**config.mk**
```make
export PLATFORM = sky130hd
export DESIGN_NAME = pc_unit
export DESIGN_NICKNAME = d
export VERILOG_FILES = /design/src/rtl/pc_unit.sv
export SDC_FILE = /design/constraint.sdc
export NUM_CORES = 1
export LEC_CHECK = 0
export BUFFER_PORTS_ARGS = -buffer_cell sky130_fd_sc_hd__buf_2
export CAP_MARGIN = 20
export CORE_UTILIZATION = 54
export CTS_BUF_LIST = sky130_fd_sc_hd__clkbuf_4
export DETAILED_ROUTE_END_ITERATION = 10
export PLACE_DENSITY = 0.78
export SLEW_MARGIN = 20
export SYNTH_ARGS = -nofsm -noshare
export SYNTH_HDL_FRONTEND = slang
export SYNTH_SLANG_ARGS = --single-unit
```
**constraint.sdc**
```tcl
create_clock -name clk -period 3.16 [get_ports clk]
set_clock_uncertainty 0.05 [all_clocks]
set_input_delay 0.316 -clock clk [delete_from_list [all_inputs] [get_ports clk]]
set_output_delay 0.316 -clock clk [all_outputs]
set_load 0.02 [all_outputs]
```
**src/rtl/pc_unit.sv**
```systemverilog
// Program-counter unit: sequential step, branch/call/return/trap redirect,
// and a circular return-address stack with overflow wrap and sticky underflow.
module pc_unit #(
  parameter int unsigned      WIDTH        = 32,
  parameter int unsigned      STEP         = 4,
  parameter logic [WIDTH-1:0] RESET_VECTOR = '0,
  parameter logic [WIDTH-1:0] TRAP_VECTOR  = WIDTH'(32'h0000_0100),
  parameter int unsigned      RAS_DEPTH    = 4
) (
  input  logic                        clk,
  input  logic                        rst,
  input  logic                        enable,
  input  logic                        branch_taken,
  input  logic                        call,
  input  logic                        ret,
  input  logic                        trap,
  input  logic [WIDTH-1:0]            target,
  output logic [WIDTH-1:0]            pc_out,
  output logic [WIDTH-1:0]            epc,
  output logic [$clog2(RAS_DEPTH):0]  ras_count,
  output logic                        ras_empty,
  output logic                        ras_full,
  output logic                        ras_underflow
);

  localparam int unsigned PTR_W = $clog2(RAS_DEPTH);
  localparam int unsigned CNT_W = PTR_W + 1;
  localparam logic [WIDTH-1:0] STEP_INC = WIDTH'(STEP);
  localparam logic [CNT_W-1:0] CNT_MAX  = CNT_W'(RAS_DEPTH);

  logic [WIDTH-1:0] ras_mem [RAS_DEPTH];

  logic [WIDTH-1:0] pc_q, pc_d;
  logic [WIDTH-1:0] epc_q, epc_d;
  logic [PTR_W-1:0] ptr_q, ptr_d;
  logic [CNT_W-1:0] cnt_q, cnt_d;
  logic             underflow_q, underflow_d;

  logic             ras_we;
  logic [WIDTH-1:0] ras_wdata;
  logic [WIDTH-1:0] pc_plus;
  logic [WIDTH-1:0] ras_top;

  assign pc_plus = pc_q + STEP_INC;
  // The pointer names the next free slot, so the top entry sits just below it.
  assign ras_top = ras_mem[ptr_q - PTR_W'(1)];

  always_comb begin
    pc_d        = pc_q;
    epc_d       = epc_q;
    ptr_d       = ptr_q;
    cnt_d       = cnt_q;
    underflow_d = underflow_q;
    ras_we      = 1'b0;
    ras_wdata   = pc_plus;
    if (enable) begin
      if (trap) begin
        pc_d  = TRAP_VECTOR;
        epc_d = pc_q;
      end else if (ret) begin
        if (cnt_q != '0) begin
          pc_d  = ras_top;
          ptr_d = ptr_q - PTR_W'(1);
          cnt_d = cnt_q - CNT_W'(1);
        end else begin
          pc_d        = pc_plus;
          underflow_d = 1'b1;
        end
      end else if (call) begin
        ras_we = 1'b1;
        pc_d   = target;
        ptr_d  = ptr_q + PTR_W'(1);
        // A full stack overwrites its oldest entry; the count just saturates.
        if (cnt_q != CNT_MAX) cnt_d = cnt_q + CNT_W'(1);
      end else if (branch_taken) begin
        pc_d = target;
      end else begin
        pc_d = pc_plus;
      end
    end
  end

  always_ff @(posedge clk or posedge rst) begin
    if (rst) begin
      pc_q        <= RESET_VECTOR;
      epc_q       <= '0;
      ptr_q       <= '0;
      cnt_q       <= '0;
      underflow_q <= 1'b0;
    end else begin
      pc_q        <= pc_d;
      epc_q       <= epc_d;
      ptr_q       <= ptr_d;
      cnt_q       <= cnt_d;
      underflow_q <= underflow_d;
    end
  end

  always_ff @(posedge clk) begin
    if (ras_we) ras_mem[ptr_q] <= ras_wdata;
  end

  assign pc_out        = pc_q;
  assign epc           = epc_q;
  assign ras_count     = cnt_q;
  assign ras_empty     = (cnt_q == '0);
  assign ras_full      = (cnt_q == CNT_MAX);
  assign ras_underflow = underflow_q;

endmodule

```
==> flow_summary.yaml, run 1 <==
power:
  power.density_nw_per_um2: 755.1
  seqPwrFrac_pct: 48.8
  vdd.ir_drop.worst_mv: 0.3959
  leakage_uw: 0.003888
  clock_power_share_pct: 16.7
  power_switching_uw: 2747
  p_int_uw: 4786
  p_comb_share_pct: 34.6
  switching_share_pct: 36.46
timing:
  rsz0062_at_grt: "no"
  fmax_ghz: 0.4077
  hold_viol_final: 0
  final-setup-viol-count: 0
  slew_headroom_pct: 36.12
  layout_min_cycle_time_ps: 2453
  drv_slew: 0
  fin_crit_sh_pct: 77.61
  finalWorstSetupSlack_ps: 707.4
  setup-tns-final_ps: 0
  tightest_slew_ps: 953.1
drt:
  wire_per_inst_um: 21.85
  drc: 0
  avgViaCountPerCell: 6.162
  first_pass_iters: 7
  drtAntennaViolNets: 0
  drt_wl_total_um: 20520
  drt_iter0_markers: 555
  vias: 5786
placement:
  dpl.hpwl_um: 12680
  place_area_sq_um: 9453
  post-place-ws_ps: 751.4
  gp_congestion: 0.8478
  io_buffers: 108
clocking:
  cts_setup_buffers: 0
  clock_latency_ps: 590
  numCtsBuffers: 17
  path_clk_slew_ps: 150
  ctsResizeCount: 0
  ctsHoldBuffers: 26
  cts_buffer_depth: 2
  cts_tree: "yes"
  clock-sinks: 198
  cts_max_level: 4
  cts_root_buffer: "clkbuf_4"
critical_path:
  cp_data_arrival_time_ps: 2090
  crit_fanout: 6
  worstPathRequired_ps: 2790
  cp-end-kind: "primary output"
  crit_chain: "nor3_1 -> buf_2"
  slowest_stage: "nor3_1"
  start_kind: "flip-flop"
  crit_type: "reg2out"
  critical-path-max-stage-delay_ps: 750
  path_delay_family: "simple AND/OR/NAND/NOR gates"
  critPathBufInv: 1
run:
  max_cap_viol_count: 0
die:
  start_util_pct: 54.94
  io_pins: 109
  die-height_um: 128.9
  rows: 46
  die_area_sq_um: 16620
  die_w_um: 128.9
  core_area_sq_um: 15830
cells_and_area:
  n_fill_cell: 1172
  drive_above_1_share_pct: 31.40
  final_cell_area_sq_um: 9976
  nets: 755
  diodes: 0
  area_growth_pct: 14.72
global_routing:
  grt.overflow.total: 0
  grt.total_usage_pct: 26.68
  antenna_found_initial: 0
  grt_max_degree: 37
  grt_pass1_vias: 5865
  grt_first_pass_wirelength_um: 32240
logic_synthesis:
  synth_top_area_share_pct: 44.20
  ys.warnings.count: 0
  ys_top_cells_by_area: "edfxtp_1 (44%), dfrtp_1 (20%), mux4_2 (8.3%)"
  synth-async-reset-ratio_pct: 35.35
  ys_seq_area_share_pct: 64.35
  synth_top_area_cell: "edfxtp_1"
  ys_ff_latch: 198
  synth_edf_count: 128
  mappedNetlistArea_sq_um: 8696
  synth_nets: 630
  synth.distinct_cells: 54
  yosys_most_used_dff: "edfxtp_1"
  synthCells: 585
  syn_area_per_cell_sq_um: 14.86
status:
  status: "completed"
worst_hold_path:
  hp-class: "in2reg"
==> final timing paths <==
| check | endpoint | cells past startpoint | slack (ps) | startpoint |
|---|---|---|---|---|
| setup / recovery | ras_empty | 2 | 710 | ras_count[2] |
| max in group asynchronous | pc_out[12] | 4 | 1950 | rst |
| min in group asynchronous | epc[28] | 3 | 380 | rst |
| setup reg to reg | ras_mem[2][25] | 4 | 710 | pc_out[4] |
| hold / removal | pc_out[14] | 3 | 40 | target[14] |
| hold reg to reg | ras_underflow | 1 | 450 | ras_underflow |
==> power groups by stage <==
| stage | clock network (uW) | logic, uW | registers (uW) |
|---|---|---|---|
| 2_1_floorplan | 0 | 1570 | 3910 |
| 3_3_place_gp | 0 | 2490 | 3680 |
| 3_5_place_dp | 0 | 2580 | 3720 |
| 4_1_cts | 1280 | 2620 | 3660 |
| 5_1_grt | 1390 | 2810 | 3720 |
| 6_report | 1260 | 2600 | 3670 |
==> metal layers <==
metal,wire [um],track usage [%],up-vias
met5,0,0,-
met4,527,12.80,0
met3,1789,5.655,46
met2,10460,43.53,320
met1,7742,34.39,2917
li1,-,-,2503
==> kinds of logic (layout without fill, tap and decap cells) <==
| family | count (synthesis) | count (layout) | synth area share, % |
|---|---|---|---|
| and+or+nand+nor | 125 | 125 | 7.280 |
| AOI/OAI and AO/OA | 96 | 96 | 7.856 |
| muxes | 75 | 75 | 13.68 |
| xor gates and xnor gates | 32 | 32 | 3.223 |
| DFF | 198 | 198 | 64.35 |
| buffers and inverters | 53 | 191 | 2.662 |
| adders and majority gates | 6 | 6 | 0.9496 |
==> cell usage after synthesis, types with 8 or more instances <==
cell type  instances
nor3_1            11
xor2_1             8
nand4_1           13
nor2_1            29
mux4_2            32
xnor2_1           24
clkbuf_1          22
buf_2             14
a22oi_1           13
edfxtp_1         128
o211ai_1           8
mux2i_1           12
dfrtp_1           70
o21ai_0           19
mux2_2            31
a22o_1            11
nand3_1            8
nand2_1           34
a21oi_1           15
inv_1              9
==> cell type report <==
| type | instances | area [sq um] | area share [%] |
|---|---|---|---|
| Sequential cell | 198 | 5597 | 56.10 |
| Multi-Input combinational cell | 334 | 2880 | 28.87 |
| Timing Repair Buffer | 150 | 933.4 | 9.357 |
| Tap cell | 216 | 270.3 | 2.709 |
| Clock buffer | 18 | 135.1 | 1.355 |
| Clock inverter | 14 | 126.4 | 1.267 |
| Inverter | 9 | 33.78 | 0.3386 |
==> flip-flops by register name (all words and copies together), names as in the netlist <==
signal         flops
ras_mem          128
epc               32
pc_out            32
ras_count          3
ptr_q              2
ras_underflow      1
==> worst min-delay path: stages <==
cell	delay (ps)
buf_2	80
a22o_1	140
a221o_1	110
==> stage by stage <==
| stage | power, uW | hold slack [ps] | util [%] | cells |
|---|---|---|---|---|
| after global placement | 6173 | 408.7 | 59.72 | 881 |
| after detailed placement | 6296 | 410.8 | 59.72 | 881 |
| after CTS | 7562 | 4.206 | 63.02 | 939 |
| final | 7533 | 40.35 | 63.03 | 939 |
| after global routing | 7917 | 7.719 | 63.03 | 939 |
| after floorplan | 5482 | 391.1 | - | 585 |
==> layout by cell type, fill, tap and decap left out, types with 4 or more instances in the layout <==
cell,n
nand4_1,13
dlygate4sd3_1,26
edfxtp_1,128
a22oi_1,13
xor2_1,8
and4_1,4
inv_1,8
dfrtp_1,69
buf_2,108
mux4_2,32
nand3_1,8
nor4_1,4
clkbuf_4,18
nor3_1,9
a221oi_1,5
nand2_1,34
o21ai_0,19
a21oi_1,15
and2_1,5
clkinv_4,4
nor2_1,29
mux2_2,31
mux2i_1,12
buf_4,15
and3_1,5
a22o_1,11
o211ai_1,8
xnor2_1,24
ha_1,5
(Power assumes the default switching activity.)
==> run 2: changes to the inputs <==
--- a/config.mk
+++ b/config.mk
@@ -5,12 +5,13 @@
 export SDC_FILE = /design/constraint.sdc
 export NUM_CORES = 1
 export LEC_CHECK = 0
+export ABC_AREA = 1
 export BUFFER_PORTS_ARGS = -buffer_cell sky130_fd_sc_hd__buf_2
 export CAP_MARGIN = 20
-export CORE_UTILIZATION = 54
+export CORE_UTILIZATION = 55
 export CTS_BUF_LIST = sky130_fd_sc_hd__clkbuf_4
 export DETAILED_ROUTE_END_ITERATION = 10
-export PLACE_DENSITY = 0.78
+export PLACE_DENSITY = 0.79
 export SLEW_MARGIN = 20
 export SYNTH_ARGS = -nofsm -noshare
 export SYNTH_HDL_FRONTEND = slang
==> constraint.sdc (replaced) <==
create_clock -name clk -period 2.2 [get_ports clk]
set_clock_uncertainty 0.05 [all_clocks]
set_input_delay 0.22 -clock clk [delete_from_list [all_inputs] [get_ports clk]]
set_output_delay 0.22 -clock clk [all_outputs]
set_load 0.02 [all_outputs]
==> run 2 against run 1 <==
  * Power increased by 55%
  * Via count grew 30%
  * Register-to-register slack lost 540 ps
  * Largest cell class unchanged
  * Wire length up 20%
  * Combinational power rose by 80%
  * Synthesized cell count increased by 61%
  * Die area rose by 4.3%
  * Final cell count up 40%
  * Core utilization rose by 1.7 points
  * Global-route usage up 2.6 points
  * Critical path depth grew 6
==> flow_summary.yaml, run 2 <==
placement:
  io_buffers: 108
  gp_congestion: 1.009
  post-place-ws_ps: 183.1
  dpl.hpwl_um: 16600
drt:
  wire_per_inst_um: 18.80
  drt_wl_total_um: 24680
  drt_iter0_markers: 785
  drc: 0
  first_pass_iters: 6
  avgViaCountPerCell: 5.726
  vias: 7518
  drtAntennaViolNets: 0
logic_synthesis:
  synth_nets: 989
  yosys_most_used_dff: "edfxtp_1"
  synth_edf_count: 128
  mappedNetlistArea_sq_um: 9246
  yosysMostFrequentCell: "nand2_1"
  synth-async-reset-ratio_pct: 35.35
  ys_seq_area_share_pct: 60.51
  syn_area_per_cell_sq_um: 9.795
  synth_top_area_share_pct: 41.57
  synth_common_cells: "nand2_1 (262), edfxtp_1 (128), nand3_1 (82)"
  synth.distinct_cells: 40
  ys.warnings.count: 0
  synth_top_area_cell: "edfxtp_1"
  ys_top_cells_by_area: "edfxtp_1 (42%), dfrtp_1 (19%), nand2_1 (11%)"
  synthCells: 944
  ys_ff_latch: 198
status:
  status: "completed"
global_routing:
  grt_pass1_vias: 6885
  grt.overflow.total: 0
  grt.total_usage_pct: 29.27
  grt_max_degree: 65
  antenna_found_initial: 1
  grt_first_pass_wirelength_um: 37980
run:
  max_cap_viol_count: 0
critical_path:
  crit_chain: "ha_1 -> nand2_1 -> nor2_2 -> nand2_4 -> nor2_4 -> xor2_1 -> nand2_1 -> a22oi_1"
  start_kind: "flip-flop"
  cp-end-kind: "flip-flop"
  r2r_end: "pc_out[12]"
  crit_fanout: 6
  worstPathRequired_ps: 2680
  ff2ff_setup_slack_ps: 160
  slowest_stage: "dfrtp_1"
  worstRegToRegCells: 8
  critical-path-max-stage-delay_ps: 500
  worstReg2RegStart: "pc_out[3]"
  crit_type: "reg2reg"
  crit_top_cell: "nand2_1"
  cp_data_arrival_time_ps: 2520
timing:
  hold_viol_final: 0
  hold-worst-slack_ps: 25.97
  layout_min_cycle_time_ps: 2037
  final-setup-viol-count: 0
  rsz0062_at_grt: "no"
  fin_crit_sh_pct: 92.58
  tightest_slew_ps: 560.7
  drv_slew: 0
  slew_headroom_pct: 62.49
  fmax_ghz: 0.4910
  finalWorstSetupSlack_ps: 163.3
power:
  power_switching_uw: 4855
  leakage_uw: 0.004539
  clock_power_share_pct: 17.4
  vdd.ir_drop.worst_mv: 1.059
  p_int_uw: 6854
  switching_share_pct: 41.46
  p_comb_share_pct: 40.0
  power.density_nw_per_um2: 1095
  seqPwrFrac_pct: 42.6
cells_and_area:
  area_growth_pct: 15.68
  final_common_cell: "nand2_1"
  largest_register_ffs: 128
  n_fill_cell: 1305
  fin_util_pct: 64.73
  nets: 1123
  regMostFlops: "ras_mem"
  drive_above_1_share_pct: 19.71
  layout_common_cells: "nand2_1 (261), edfxtp_1 (128), buf_2 (108)"
clocking:
  clock-sinks: 198
  clock_latency_ps: 610
  cts_setup_buffers: 0
  cts_buffer_depth: 2
  cts_max_level: 4
  cts_tree: "yes"
  path_clk_slew_ps: 160
  cts_root_buffer: "clkbuf_4"
  numCtsBuffers: 17
die:
  rows: 47
  core_area_sq_um: 16520
  io_pins: 109
  die-height_um: 131.7
  die_w_um: 131.7
  die_area_sq_um: 17330
  start_util_pct: 55.96
worst_hold_path:
  hp-class: "in2async"
-- run 2: how the worst max path moves through the flow --
stage	slack, ps	end	from	cells past startpoint
floorplan	-120	ras_mem[1][0]	enable	4
global placement	230	pc_out[11]	pc_out[8]	7
detailed placement	180	pc_out[11]	pc_out[8]	7
CTS	130	pc_out[11]	pc_out[8]	7
global route	20	pc_out[12]	pc_out[3]	8
finish	160	pc_out[12]	pc_out[3]	8
-- run 2: power groups by stage --
stage	Sequential [uW]	Clock (uW)	Combinational, uW
3_3_place_gp	5040	0	4430
4_1_cts	4980	2040	4590
5_1_grt	5050	2180	5060
3_5_place_dp	5060	0	4540
6_report	4990	2030	4680
2_1_floorplan	5380	0	2640
-- run 2: cell families (layout without fill, tap and decap cells) --
group | count (synthesis) | in the layout | synth area share, %
flops | 198 | 198 | 60.51
buf+inv | 119 | 266 | 5.616
mux | 5 | 5 | 0.6089
other cells | 0 | 2 | 0
fa+ha+maj | 6 | 6 | 0.8931
compound gates | 144 | 144 | 8.579
xor+xnor | 18 | 18 | 2.030
simple gates | 454 | 454 | 21.76
-- run 2: area by class of cell --
type,count,area [sq um],share of cell area (%)
diodes,2,5.005,0.04679
clock buffers,17,127.6,1.193
clock inverters,15,176.4,1.649
inverters,77,294.0,2.749
multi-input cells,627,3162,29.56
flip-flops and latches,198,5595,52.31
well taps,220,275.3,2.573
repair buffers,157,1061,9.919
-- run 2: critical path: cells and delay by family (launching register included) --
family / cells / cell delay, ps
adder cells (fa/ha/maj): 1 / 260
AO/OA/AOI/OAI: 1 / 140
AND/OR/NAND/NOR: 5 / 610
XOR/XNOR: 1 / 390
flip-flops: 1 / 500
-- run 2: repair_timing --
item,in CTS,in global routing
hold endpoints to repair,94,0
endpoints found under the setup margin,0,1
gates resized for setup,0,1
hold buffers,26,0
-- run 2: through the flow --
step | instances | power (uW) | TNS (ps) | area [sq um]
after floorplan | 944 | 8023 | -7525 | 9268
after global placement | 1253 | 9473 | 0 | 10120
after detailed placement | 1253 | 9595 | 0 | 10120
after CTS | 1311 | 11620 | 0 | 10680
after global routing | 1312 | 12290 | 0 | 10690
final | 1313 | 11710 | 0 | 10700
-- run 2: metal layers --
metal,global-route usage [%],share of wire [%],vias to the layer above
met3,5.247,11,68
met2,43.77,44,489
met1,42.16,42,3542
li1,-,-,3419
met4,12.53,3.2,0
met5,0,0,-
==> run 3: changes to the inputs <==
--- a/config.mk
+++ b/config.mk
@@ -11,7 +11,9 @@
 export CORE_UTILIZATION = 55
 export CTS_BUF_LIST = sky130_fd_sc_hd__clkbuf_4
 export DETAILED_ROUTE_END_ITERATION = 10
+export HOLD_SLACK_MARGIN = 0.05
 export PLACE_DENSITY = 0.79
+export RECOVER_POWER = 25
 export SLEW_MARGIN = 20
 export SYNTH_ARGS = -nofsm -noshare
 export SYNTH_HDL_FRONTEND = slang
==> run 3 against run 2 <==
  * Global-route usage is 0.22 points higher
  * Sequential share of layout area decreased by 0.28 points
  * Die area did not move
  * Critical path depth did not move
  * Core utilization grew 0.35 points
  * Final cell count rose by 0.61%
  * Clock-buffer cell count unchanged
  * Via count rose by 0.33%
  * Sequential cell count is the same
  * Final area up 0.54%
  * First-iteration DRC count down 7.5%
  * Combinational power about the same
  * Critical path type is now in2reg
==> flow_summary.yaml, run 3 (synthesis gave the netlist of run 2 again) <==
drt:
  drt_iter0_markers: 726
  vias: 7543
  drc: 0
  wire_per_inst_um: 18.85
  avgViaCountPerCell: 5.710
  drtAntennaViolNets: 0
  drt_wl_total_um: 24900
  first_pass_iters: 7
timing:
  layout_min_cycle_time_ps: 2106
  setup-tns-final_ps: 0
  fin_crit_sh_pct: 95.72
  hold-worst-slack_ps: 118.2
  slew_headroom_pct: 36.01
  drv_slew: 0
  fmax_ghz: 0.4749
  tightest_slew_ps: 957.5
  hold_viol_final: 0
  final-setup-viol-count: 0
  rsz0062_at_grt: "no"
status:
  status: "completed"
placement:
  dpl.hpwl_um: 16600
  io_buffers: 108
  gp_congestion: 1.009
critical_path:
  crit_fanout: 7
  worstPathRequired_ps: 2650
  start_kind: "input port"
  cp_data_arrival_time_ps: 2560
  crit_type: "in2reg"
  cp-end-kind: "flip-flop"
power:
  vdd.ir_drop.worst_mv: 1.061
  leakage_uw: 0.004557
  power.density_nw_per_um2: 1090
clocking:
  clock-sinks: 198
  numCtsBuffers: 17
  cts_tree: "yes"
  cts_buffer_depth: 2
  cts_setup_buffers: 0
  cts_max_level: 4
  cts_root_buffer: "clkbuf_4"
  clock_latency_ps: 610
  path_clk_slew_ps: 150
global_routing:
  grt_pass1_vias: 6949
  grt.overflow.total: 0
  grt_first_pass_wirelength_um: 38300
  grt.total_usage_pct: 29.50
  antenna_found_initial: 1
  grt_max_degree: 65
die:
  io_pins: 109
  die_w_um: 131.7
  core_area_sq_um: 16520
  rows: 47
  start_util_pct: 55.96
  die-height_um: 131.7
  die_area_sq_um: 17330
cells_and_area:
  drive_above_1_share_pct: 19.00
  layout_common_cells: "nand2_1 (262), edfxtp_1 (128), buf_2 (107)"
  nets: 1132
  fin_util_pct: 65.08
  regMostFlops: "ras_mem"
  largest_register_ffs: 128
  area_growth_pct: 16.31
  final_common_cell: "nand2_1"
run:
  max_cap_viol_count: 0
worst_hold_path:
  hp-class: "in2reg"
[run 3: cell count changes in the layout (fill, tap and decap cells not counted), sizes merged]
cell         previous run  this run
clkbuf                 17        23
diode                   2         1
buf                   131       125
dlygate4sd3            26        35
[run 3: critical path: stages]
cell,delay (ps)
dlygate4sd3_1,530
buf_2,230
nor2_1,80
nor3_1,140
dlygate4sd3_1,570
nand2_1,70
dlygate4sd3_1,570
xor2_1,150
[run 3: path summary, 6_finish.rpt]
kind | start | endpoint | slack [ps] | depth (start not counted)
max | ret | ptr_q[0] | 90 | 8
min | target[8] | pc_out[8] | 120 | 3
max reg2reg | pc_out[3] | pc_out[12] | 140 | 8
min reg2reg | ras_count[2] | ras_count[2] | 440 | 1
max in group asynchronous | rst | ras_underflow | 390 | 5
min in group asynchronous | rst | epc[16] | 650 | 4
[run 3: cell type report]
| type | count | area [sq um] |
|---|---|---|
| Fill cell | 1307 | 5771 |
| Antenna cell | 1 | 2.502 |
| Clock buffer | 17 | 127.6 |
| Inverter | 77 | 294.0 |
| Clock inverter | 15 | 176.4 |
| Tap cell | 220 | 275.3 |
| Timing Repair Buffer | 166 | 1124 |
| Multi-Input combinational cell | 627 | 3159 |
| Sequential cell | 198 | 5595 |
[run 3: metrics by stage]
| step | cells | worst slack [ps] | instance area, sq um | total power [uW] |
|---|---|---|---|---|
| 2_1_floorplan | 944 | -117.6 | 9268 | 8023 |
| 3_3_place_gp | 1253 | 232.2 | 10120 | 9473 |
| 3_5_place_dp | 1253 | 183.1 | 10120 | 9595 |
| 4_1_cts | 1320 | 134.2 | 10770 | 11630 |
| 5_1_grt | 1321 | 24.48 | 10750 | 12300 |
| 6_report | 1321 | 94.12 | 10750 | 11720 |
[run 3: repair_timing]
item,CTS,global route
endpoints found under the hold margin,101,0
gates resized for setup,0,1
endpoints found under the setup margin,0,1
hold buffers,35,0
[run 3: report_power, final]
group	leakage [uW]	internal [uW]	switching (uW)
sequential	0.00201	4580	414
combinational	0.00240	1480	3210
clock	0.000150	793	1240
[run 3: routing by layer]
layer / share of wire, % / track usage [%] / up-vias
met5: 0 / 0 / -
met4: 3.4 / 12.98 / 0
met3: 9.6 / 5.208 / 59
met2: 45 / 44.09 / 452
met1: 42 / 42.40 / 3594
li1: - / - / 3438
